File: src/rtl/adder_result_fifo.sv
// adder_result_fifo: show-ahead result FIFO behind the 4-bit adder.
// Holds {Overflow, Sum} entries and keeps saturating statistics.
module adder_result_fifo #(
    parameter int WIDTH = 4,
    parameter int DEPTH = 4,
    parameter int CNT_W = 8
) (
    input  logic                     Clk,
    input  logic                     Reset,
    input  logic                     En,
    input  logic [WIDTH-1:0]         Sum,
    input  logic                     Overflow,
    input  logic                     Out_Ready,
    output logic                     Out_Valid,
    output logic [WIDTH-1:0]         Out_Sum,
    output logic                     Out_Ovf,
    output logic                     Full,
    output logic                     Empty,
    output logic [$clog2(DEPTH):0]   Count,
    output logic [CNT_W-1:0]         Ovf_Cnt,
    output logic [CNT_W-1:0]         Drop_Cnt,
    output logic [WIDTH+CNT_W-1:0]   Total
);

    localparam int AW = $clog2(DEPTH);
    localparam int CW = AW + 1;
    localparam int TW = WIDTH + CNT_W;

    typedef enum logic [1:0] {
        OCC_EMPTY   = 2'd0,
        OCC_PARTIAL = 2'd1,
        OCC_FULL    = 2'd2
    } occ_e;

    logic [WIDTH:0]    mem_q [DEPTH];
    logic [AW-1:0]     wr_ptr_q, wr_ptr_d;
    logic [AW-1:0]     rd_ptr_q, rd_ptr_d;
    logic [CW-1:0]     count_q, count_d;
    logic [CNT_W-1:0]  ovf_cnt_q, ovf_cnt_d;
    logic [CNT_W-1:0]  drop_cnt_q, drop_cnt_d;
    logic [TW-1:0]     total_q, total_d;
    logic [TW:0]       total_sum;
    occ_e              state_q, state_d;

    logic pop;
    logic push;
    logic drop;
    logic full;
    logic empty;

    assign full  = (state_q == OCC_FULL);
    assign empty = (state_q == OCC_EMPTY);

    assign pop  = !empty && Out_Ready;
    assign push = En && (!full || pop);
    assign drop = En && full && !pop;

    assign total_sum = {1'b0, total_q} + (TW+1)'(Sum);

    // Next-state for pointers, occupancy and statistics.
    always_comb begin
        wr_ptr_d   = wr_ptr_q;
        rd_ptr_d   = rd_ptr_q;
        count_d    = count_q;
        ovf_cnt_d  = ovf_cnt_q;
        drop_cnt_d = drop_cnt_q;
        total_d    = total_q;
        state_d    = state_q;

        if (push) begin
            wr_ptr_d = wr_ptr_q + AW'(1);
            if (Overflow && !(&ovf_cnt_q)) begin
                ovf_cnt_d = ovf_cnt_q + CNT_W'(1);
            end
            total_d = total_sum[TW] ? {TW{1'b1}} : total_sum[TW-1:0];
        end

        if (pop) begin
            rd_ptr_d = rd_ptr_q + AW'(1);
        end

        if (drop && !(&drop_cnt_q)) begin
            drop_cnt_d = drop_cnt_q + CNT_W'(1);
        end

        unique case ({push, pop})
            2'b10:   count_d = count_q + CW'(1);
            2'b01:   count_d = count_q - CW'(1);
            default: count_d = count_q;
        endcase

        if (count_d == CW'(0)) begin
            state_d = OCC_EMPTY;
        end else if (count_d == CW'(DEPTH)) begin
            state_d = OCC_FULL;
        end else begin
            state_d = OCC_PARTIAL;
        end
    end

    // Control and statistics registers; reset discards everything in flight.
    always_ff @(posedge Clk) begin
        if (Reset) begin
            wr_ptr_q   <= '0;
            rd_ptr_q   <= '0;
            count_q    <= '0;
            ovf_cnt_q  <= '0;
            drop_cnt_q <= '0;
            total_q    <= '0;
            state_q    <= OCC_EMPTY;
        end else begin
            wr_ptr_q   <= wr_ptr_d;
            rd_ptr_q   <= rd_ptr_d;
            count_q    <= count_d;
            ovf_cnt_q  <= ovf_cnt_d;
            drop_cnt_q <= drop_cnt_d;
            total_q    <= total_d;
            state_q    <= state_d;
        end
    end

    // Entry storage; contents are only meaningful between the pointers.
    always_ff @(posedge Clk) begin
        if (!Reset && push) begin
            mem_q[wr_ptr_q] <= {Overflow, Sum};
        end
    end

    assign Out_Valid = !empty;
    assign Out_Sum   = empty ? '0 : mem_q[rd_ptr_q][WIDTH-1:0];
    assign Out_Ovf   = empty ? 1'b0 : mem_q[rd_ptr_q][WIDTH];
    assign Full      = full;
    assign Empty     = empty;
    assign Count     = count_q;
    assign Ovf_Cnt   = ovf_cnt_q;
    assign Drop_Cnt  = drop_cnt_q;
    assign Total     = total_q;

endmodule
File: config.mk
export PLATFORM = sky130hd
export DESIGN_NAME = adder_result_fifo
export DESIGN_NICKNAME = d
export VERILOG_FILES = /design/src/rtl/adder_result_fifo.sv
export SDC_FILE = /design/constraint.sdc
export NUM_CORES = 1
export LEC_CHECK = 0
export ABC_AREA = 1
export CORE_ASPECT_RATIO = 1.4
export CORE_MARGIN = 3
export CORE_UTILIZATION = 53
export CTS_BUF_LIST = sky130_fd_sc_hd__clkbuf_16
export CTS_CLUSTER_DIAMETER = 30
export DETAILED_ROUTE_END_ITERATION = 7
export GPL_TIMING_DRIVEN = 0
export PLACE_DENSITY_LB_ADDON = 0.12
export SLEW_MARGIN = 20
export SYNTH_ARGS = -nofsm -noshare
export SYNTH_HDL_FRONTEND = slang
export SYNTH_SLANG_ARGS = --single-unit
File: constraint.sdc
create_clock -name Clk -period 1.8 [get_ports Clk]
set_input_delay 0.36 -clock Clk [delete_from_list [all_inputs] [get_ports Clk]]
set_output_delay 0.36 -clock Clk [all_outputs]
set_load 0.05 [all_outputs]
==> reports/metrics.csv <==
stage,metric,value,unit
grt,grt_overflow,0,
clocking,clock_latency,0.32,ns
final_layout,antenna_cells,0,
worst_setup_path,path_max_fanout,4,
routing,drtPass1Iterations,4,
power,sequentialPowerShare,0.377,
synthesis,synth_seq_cells,59,
synthesis,syn_inst,360,
worst_setup_path,crit_path_max_incr_delay,0.47,ns
grt,grt_pass1_vias,2306,
placed_design,pre_cts_ws,-0.614,ns
synthesis,synth_fp_nets,381,
power,p_int,2.86,mW
worst_setup_path,rr_startpoint,Total[0],
worst_setup_path,end_kind,register,
hold_path,whs_path_depth,1,
synthesis,synth-xor-area-share,0.0331,
sta,fmax,0.564,GHz
run,cap_violations,0,
synthesis,synth_edf_count,20,
die,die_width,68.6,um
routing,num_vias,2542,
final_layout,fin_nets,444,
worst_setup_path,reg2reg_to,Total[5],
synthesis,synth_top_family_by_area,simple AND/OR/NAND/NOR gates,
placed_design,dpl_cell_area,0.00348,mm2
synthesis,yosysWarnings,0,
die,die_area,0.00643,mm2
power,p_leak,1.76,nW
grt,grt_first_pass_wirelength,9990,um
placed_design,io_buffers,47,
synthesis,yosysSeqAreaShare,0.475,
clocking,htree_levels,3,
routing,postRouteAntennaNets,0,
worst_setup_path,critical-path-top-delay-family,simple AND/OR/NAND/NOR gates,
synthesis,ys_types,31,
synthesis,synth_area,0.00291,mm2
die,core_area,0.00524,mm2
die,boundaryPins,48,
clocking,cts-root-buf,clkbuf_16,
die,die_y,93.7,um
routing,drc_errors,0,
sta,hold_violations,0,
final_layout,fin_area,0.00391,mm2
routing,wl_met2,3490,um
sta,max_slew_margin,0.656,
synthesis,muxShareOfSynthArea,0,
sta,layout_setup_ws,0.0277,ns
sta,worstMarginPinSlew,0.515,ns
sta,period_needed,1.77,ns
final_layout,stdcell_count,494,
sta,timing.final.max_slew_violations,0,
clocking,cts_hold_buf,0,
worst_setup_path,critical_path_required,2.06,ns
placed_design,dp_cells,473,
routing,routedWlPerCell,12.9,um
grt,gr-usage-all-layers,0.209,
sta,setup_viol,0,
clocking,cts_tree,built,
routing,drt-vias-per-instance,5.15,
grt,grt_antenna_before_repair,0,
final_layout,drive_gt1_frac,0.180,
hold_path,hold_start,Sum[2],
clocking,cts_buffers,9,
clocking,clk_path_buf_depth,2,
synthesis,async_reset_ff_frac,0,
hold_path,hp-class,in -> reg,
placed_design,hpwl,4310,um
clocking,cts.sink_count,59,
sta,period_share,0.985,
power,p_sw,1.08,mW
power,ir_worst_vdd,0.834,mV
power,power_density,1010,mW/mm2
routing,met3_length,234,um
power,combPwrFrac,0.175,
grt,grt_max_degree,11,
synthesis,synth-compound-area-share,0.0959,
worst_setup_path,slowest_stage,clkdlybuf4s50_1,
hold_path,min_to,mem_q[0][2],
synthesis,syn_avg_cell_area,8.08,um2
worst_setup_path,cp_cell_sequence,clkdlybuf4s50_1 > inv_2 > nor2_4 > nand2_2 > fa_2 > or2_1 > nand3_1 > nand3_2 > nor2_1,
routing,drt_iter0_markers,75,
synthesis,synth-simple-area-share,0.265,
worst_setup_path,start_kind,input pin,
power,switching_share,0.275,
die,floorplan.initialDensity,0.556,
worst_setup_path,criticalPathCategory,in -> reg,
synthesis,synth-adder-area-share,0.0568,
routing,highest_layer,met4,
sta,clock_skew,0.00625,ns
routing,wl_met1,2570,um
final_layout,area_growth,34.3,%
power,power,3.95,mW
die,rows,31,
worst_setup_path,path_buf_inv,2,
power,power_frac_clock,0.447,
synthesis,yosys_most_used_dff,dfxtp_1,
placed_design,place_congestion,0.830,
routing,wl,6380,um
sta,tns,0,ns
status,status,"complete, no violations",
worst_setup_path,r2r_cells,10,
worst_setup_path,worst-r2r-setup-slack,0.09,ns
worst_setup_path,arrival,2.03,ns
clocking,path_clk_slew,0.05,ns
what timing repair did:
item	4_1_cts	5_1_grt
resized for setup	84	30
cloned	0	1
pin swaps	3	6
setup buffers	3	1
setup endpoints to repair	73	37
cells in the final DEF (no fill, tap or decap), types with 2 or more instances in the layout:
cell type,count
nor2_1,49
inv_2,5
ha_1,7
dfxtp_1,34
clkbuf_2,3
clkdlybuf4s50_1,4
xnor2_1,5
edfxtp_1,20
clkbuf_16,9
o21ai_0,19
fa_2,2
o21ai_1,4
nand4_1,5
nor2_2,2
nand2_4,3
buf_4,7
inv_1,42
clkbuf_1,2
a21oi_2,6
nand2_1,68
nand3_1,20
dlygate4sd2_1,33
clkinv_2,2
buf_6,7
nor3_1,5
nand3_2,5
xor2_1,6
dfxtp_2,5
dlymetal6s2s_1,2
ha_4,2
nand2_2,3
a21oi_1,23
nor2_4,8
nor3_4,2
bufinv_16,2
layer usage:
layer | global-route usage | vias to the layer above
li1 | - | 1302
met2 | 0.368 | 56
met3 | 0.0503 | 7
met1 | 0.226 | 1177
met4 | 0.0962 | 0
met5 | 0 | -
sequential cells by signal, indices dropped and copies added (netlist names), named ones only:
signal and flops:
Count 3, Drop_Cnt 8, Ovf_Cnt 8, Total 12, mem_q 20, rd_ptr_q 2, state_q 2, wr_ptr_q 2
worst max-delay path by stage:
stage                   start     endpoint  slack, ns  cells after the start
floorplan            Count[0]   state_q[1]       0.02                      7
global placement       Sum[0]     Total[1]      -0.59                      9
detailed placement     Sum[0]     Total[2]      -0.61                      9
CTS                 Out_Ready  mem_q[2][4]      -0.09                      8
global route        Out_Ready   state_q[1]      -0.07                      9
finish              Out_Ready   state_q[1]       0.03                      9
area by class of cell:
| class | count | area, um2 |
|---|---|---|
| multi-input cells | 249 | 1440 |
| flip-flops and latches | 59 | 1390 |
| fillers | 421 | 1330 |
| inverters | 45 | 169 |
| clock buffers | 9 | 225 |
| plain buffers | 7 | 57.6 |
| clock inverters | 7 | 85.1 |
| repair buffers | 52 | 462 |
| well taps | 66 | 82.6 |
metrics by stage:
step	util	hold slack, ns
floorplan	-	0.429
global placement	0.665	0.456
detailed placement	0.665	0.465
CTS	0.731	0.470
global route	0.746	0.425
finish	0.746	0.416
power by group through the flow:
| stage | clock, mW | sequential, mW | combinational (mW) |
|---|---|---|---|
| after floorplan | 0 | 1.59 | 0.369 |
| after global placement | 0 | 1.51 | 0.637 |
| after detailed placement | 0 | 1.51 | 0.647 |
| after CTS | 1.79 | 1.48 | 0.661 |
| after global routing | 1.85 | 1.49 | 0.753 |
| final | 1.77 | 1.49 | 0.692 |
cell families (layout without fill, tap and decap cells):
kind of cell,count (synthesis),count (layout)
AO/OA/AOI/OAI,54,54
flip-flops,59,59
adder cells (fa/ha/maj),12,12
AND/OR/NAND/NOR,172,172
buffers and inverters,52,120
XOR/XNOR,11,11
synthesized netlist by cell type (2+ instances only):
master,n,share of area
nor2_1,54,0.070
clkbuf_1,3,0.0039
nand4_1,5,0.011
edfxtp_1,20,0.21
fa_1,2,0.014
nor2_2,3,0.0065
dfxtp_1,39,0.27
nand3_1,23,0.040
inv_2,4,0.0052
nor2_4,2,0.0077
nor3_1,5,0.0086
buf_6,2,0.0077
nor3_4,2,0.011
a21oi_1,28,0.048
nand2_2,2,0.0043
nand3_2,2,0.0069
inv_1,41,0.053
xnor2_1,5,0.015
xor2_1,6,0.018
ha_1,10,0.043
nand2_1,71,0.092
o21ai_0,22,0.038
Note: power is estimated with default switching activity, not from simulation.
